$ cat config.mk
export PLATFORM = sky130hd
export DESIGN_NAME = traffic_ctrl_param
export DESIGN_NICKNAME = d
export VERILOG_FILES = /design/src/rtl/traffic_ctrl_param.sv
export SDC_FILE = /design/constraint.sdc
export NUM_CORES = 1
export LEC_CHECK = 0
export CAP_MARGIN = 20
export CORE_MARGIN = 2
export CORE_UTILIZATION = 41
export CTS_CLUSTER_DIAMETER = 80
export CTS_CLUSTER_SIZE = 28
export DETAILED_ROUTE_END_ITERATION = 7
export SLEW_MARGIN = 30
export SYNTH_ARGS = -nofsm -noshare
export SYNTH_HDL_FRONTEND = slang
export SYNTH_SLANG_ARGS = --single-unit
$ cat constraint.sdc
create_clock -name clk -period 3.05 [get_ports clk]
set_clock_uncertainty 0.1 [all_clocks]
set_input_delay 0.61 -clock clk [delete_from_list [all_inputs] [get_ports clk]]
set_output_delay 0.61 -clock clk [all_outputs]
set_load 0.02 [all_outputs]
$ cat src/rtl/traffic_ctrl_param.sv
// Two-road traffic light controller with programmable phase lengths,
// pedestrian truncation of green and a flashing-yellow night mode.
module traffic_ctrl_param #(
   parameter int GREEN_A    = 6,
   parameter int GREEN_B    = 6,
   parameter int YELLOW     = 2,
   parameter int ALL_RED    = 1,
   parameter int MIN_GREEN  = 2,
   parameter int FLASH_HALF = 1,
   localparam int MAX_AB  = (GREEN_A > GREEN_B) ? GREEN_A : GREEN_B,
   localparam int MAX_YR  = (YELLOW > ALL_RED) ? YELLOW : ALL_RED,
   localparam int MAX_MF  = (MIN_GREEN > FLASH_HALF) ? MIN_GREEN : FLASH_HALF,
   localparam int MAX_2   = (MAX_AB > MAX_YR) ? MAX_AB : MAX_YR,
   localparam int MAX_D   = (MAX_2 > MAX_MF) ? MAX_2 : MAX_MF,
   localparam int CW      = $clog2(MAX_D) + 1
) (
   input  logic       clk,
   input  logic       reset,
   input  logic       night,
   input  logic       ped_req,
   output logic [1:0] R,
   output logic [1:0] Y,
   output logic [1:0] G,
   output logic [2:0] phase,
   output logic       ped_pend
);

   localparam logic [2:0] A_GRN = 3'd0;
   localparam logic [2:0] A_YEL = 3'd1;
   localparam logic [2:0] CLR_A = 3'd2;
   localparam logic [2:0] B_GRN = 3'd3;
   localparam logic [2:0] B_YEL = 3'd4;
   localparam logic [2:0] CLR_B = 3'd5;
   localparam logic [2:0] FLASH = 3'd6;

   localparam logic [CW-1:0] GA_L = CW'(GREEN_A - 1);
   localparam logic [CW-1:0] GB_L = CW'(GREEN_B - 1);
   localparam logic [CW-1:0] YL_L = CW'(YELLOW - 1);
   localparam logic [CW-1:0] AR_L = CW'(ALL_RED - 1);
   localparam logic [CW-1:0] MG_L = CW'(MIN_GREEN - 1);
   localparam logic [CW-1:0] FH_L = CW'(FLASH_HALF - 1);

   logic [2:0]    state, state_n;
   logic [CW-1:0] cnt, cnt_n;
   logic          tog, tog_n;
   logic          pend_n;
   logic          want;

   always_ff @(posedge clk or posedge reset) begin
      if (reset) begin
         state    <= CLR_B;
         cnt      <= '0;
         tog      <= 1'b0;
         ped_pend <= 1'b0;
      end else begin
         state    <= state_n;
         cnt      <= cnt_n;
         tog      <= tog_n;
         ped_pend <= pend_n;
      end
   end

   // A request arriving on the truncation cycle itself ends green at once.
   assign want = ped_pend | ped_req;

   always_comb begin
      state_n = state;
      cnt_n   = cnt + 1'b1;
      tog_n   = tog;
      pend_n  = want;
      case (state)
         A_GRN: begin
            if (cnt == GA_L || (want && cnt >= MG_L)) begin
               state_n = A_YEL;
               pend_n  = 1'b0;
            end
         end
         A_YEL: if (cnt == YL_L) state_n = CLR_A;
         CLR_A: if (cnt == AR_L) state_n = night ? FLASH : B_GRN;
         B_GRN: begin
            if (cnt == GB_L || (want && cnt >= MG_L)) begin
               state_n = B_YEL;
               pend_n  = 1'b0;
            end
         end
         B_YEL: if (cnt == YL_L) state_n = CLR_B;
         CLR_B: if (cnt == AR_L) state_n = night ? FLASH : A_GRN;
         FLASH: begin
            pend_n = 1'b0;
            if (!night) begin
               state_n = CLR_B;
               tog_n   = 1'b0;
            end else if (cnt == FH_L) begin
               cnt_n = '0;
               tog_n = ~tog;
            end
         end
         default: begin
            state_n = CLR_B;
            tog_n   = 1'b0;
         end
      endcase
      if (state_n != state) cnt_n = '0;
      if (state_n == FLASH && state != FLASH) tog_n = 1'b1;
   end

   always_comb begin
      R     = 2'b11;
      Y     = 2'b00;
      G     = 2'b00;
      phase = state;
      case (state)
         A_GRN: begin R = 2'b10; G = 2'b01; end
         A_YEL: begin R = 2'b10; Y = 2'b01; end
         B_GRN: begin R = 2'b01; G = 2'b10; end
         B_YEL: begin R = 2'b01; Y = 2'b10; end
         FLASH: begin R = 2'b00; Y = {tog, tog}; end
         default: R = 2'b11;
      endcase
   end

endmodule

==> results_dict.tcl <==
set metrics [dict create \
    cts_sinks 9 \
    rsz0062_at_grt "no" \
    fin_nets 124 \
    synth.net_count 109 \
    area_delta_synth_final_pct 17.1 \
    setup_violations 0 \
    hp-class "in -> async" \
    worstPathMaxFanout 17 \
    post-cts-setup-buffers 0 \
    fillCellCount 185 \
    drive_gt1_frac 0.122 \
    yosysTopAreaCell "dfrtp_1" \
    dpl.hpwl_um 1620 \
    num_rows 16 \
    r2r_end "tog" \
    dp_slack_ns 0.613 \
    maxSlewViolCount 0 \
    async_flop_share 1.00 \
    min_period_ns 2.71 \
    grt_start_max_net_pins 23 \
    ys_seq_area_frac 0.261 \
    dr.pass1.iters 4 \
    grt_usage 0.177 \
    post_cts_resized 0 \
    synth_area_um2 871 \
    port_buffers 13 \
    fmax_ghz 0.369 \
    vias 850 \
    reg2reg_from "cnt[0]" \
    die_x_um 50.1 \
    grt.overflow.total 0 \
    ys_seq_elements 9 \
    synth.distinct_cells 46 \
    grt_pass1_vias 748 \
    via_per_inst 5.99 \
    drv_cap 0 \
    coreArea_um2 1980 \
    syn_area_per_cell_um2 8.62 \
    holdWs_ns 0.510 \
    worst_slack_ns 0.338 \
    worstPathRequired_ns 2.34 \
    ios 14 \
    dieArea_um2 2510 \
    ys_warn_count 0 \
    antenna_found_initial 0 \
    clk_transition_reported_paths_ns 0.06 \
    drc 0 \
    tightest_slew_ns 0.504 \
    clock_path_buffers 2 \
    worst-setup-path-type "reg -> out" \
    hold_viol_final 0 \
    root_buffer "clkbuf_4" \
    yosysMostFrequentCell "nor2_1" \
    final_antenna_net_count 0 \
    finalCoreUtilization 0.515 \
    r2r_cells 7 \
    finalSetupTns_ns 0 \
    wl_per_cell_um 14.7 \
    ir_drop_mv 0.524 \
    cp-start-kind "flop" \
    synth_common_cells "9 x nor2_1, 8 x a21oi_1, 8 x inv_1" \
    die_y_um 50.1 \
    synth_edf_count 0 \
    clock_latency_ns 0.26 \
    place_congestion 0.867 \
    ys.flop_type "dfrtp_1" \
    grt_pass1_wl_um 3440 \
    cts_buffers 3 \
    p_leak_nw 0.410 \
    power_mw 1.23 \
    initial_utilization 0.439 \
    fin_crit_sh 0.889 \
    yosys-top-cells-area "dfrtp_1 20%, dfstp_2 6.0%, ha_1 5.7%" \
    synth_top_area_share 0.201 \
    postRouteWirelength_um 2090 \
    diodes 0 \
    status "complete, no violations" \
    r2r_slack_ns 0.80 \
    cp.arrival_ns 2.00 \
    slew_headroom 0.660 \
    postCtsHoldBufs 0 \
    endpoint_kind "output pin" \
    power_density_nw_per_um2 1210 \
    syn_inst 101 \
    cts_tree "done" \
    htreeDepth 1 \
    first_iter_violations 42 \
]
==> critical path: stages (launching register included) <==
cell,delay (ns)
dfstp_2,0.69
nor2b_1,0.13
nand2_1,0.18
o21a_1,0.15
clkdlybuf4s50_1,0.60
==> worst max path at each step <==
stage / start / end / slack [ns] / depth (start not counted)
3_5_place_dp: ped_req / tog / 0.61 / 6
6_report: phase[0] / R[0] / 0.34 / 4
2_1_floorplan: phase[2] / Y[0] / 0.86 / 4
3_3_place_gp: night / cnt[2] / 0.64 / 5
5_1_grt: phase[2] / Y[0] / 0.23 / 4
4_1_cts: phase[0] / R[0] / 0.33 / 4
==> cell type report <==
type                            instances  area (um^2)  area share
Timing Repair Buffer                   15          145       0.142
Clock buffer                            4         26.3      0.0258
Tap cell                               27         33.8      0.0331
Multi-Input combinational cell         78          553       0.542
Sequential cell                         9          228       0.223
Inverter                                9         33.8      0.0331
==> cells by family after synthesis <==
family,count (synthesis),share of synthesized area
XOR/XNOR,3,0.0302
buffers and inverters,14,0.103
adder cells (fa/ha/maj),4,0.0575
multiplexers,1,0.0115
AO/OA/AOI/OAI,35,0.303
AND/OR/NAND/NOR,35,0.233
flip-flops,9,0.261
==> where the power goes <==
part	internal (mW)	leakage, nW	total (mW)	switching (mW)
sequential	0.178	0.108	0.263	0.0845
clock	0.0504	0.0150	0.0909	0.0406
combinational	0.384	0.287	0.879	0.495
total	0.612	0.410	1.23	0.620
==> metrics by stage <==
stage / area (um^2) / cells
2_1_floorplan: 871 / 101
3_3_place_gp: 993 / 138
3_5_place_dp: 993 / 138
4_1_cts: 1020 / 142
5_1_grt: 1020 / 142
6_report: 1020 / 142
==> flip-flops by register name (all words and copies together) (netlist names) <==
| name | flops |
|---|---|
| tog | 1 |
| phase | 3 |
| cnt | 4 |
| ped_pend | 1 |
==> routing by layer <==
| layer | vias up | wire length (um) | track usage |
|---|---|---|---|
| met5 | - | 0 | 0 |
| met4 | 0 | 21 | 0.0833 |
| met3 | 4 | 107 | 0.00909 |
| met2 | 39 | 985 | 0.276 |
| met1 | 401 | 972 | 0.249 |
| li1 | 406 | - | - |
==> cells in the final DEF (no fill, tap or decap), types with 2 or more instances in the layout <==
cell | Yosys | final
a31oi_1 | 3 | 3
xnor2_1 | 2 | 2
nor2_1 | 9 | 9
a21oi_1 | 8 | 8
nand3_1 | 3 | 3
clkbuf_4 | 0 | 3
nand2_1 | 6 | 6
dfstp_2 | 2 | 2
nor3_1 | 3 | 3
o211ai_1 | 3 | 3
buf_4 | 0 | 2
dfrtp_1 | 7 | 7
ha_1 | 4 | 4
o31a_1 | 2 | 2
inv_1 | 8 | 8
o21ai_0 | 3 | 3
nor2b_1 | 4 | 4
nand2b_1 | 2 | 2
clkdlybuf4s50_1 | 0 | 13
(Power assumes the default switching activity.)
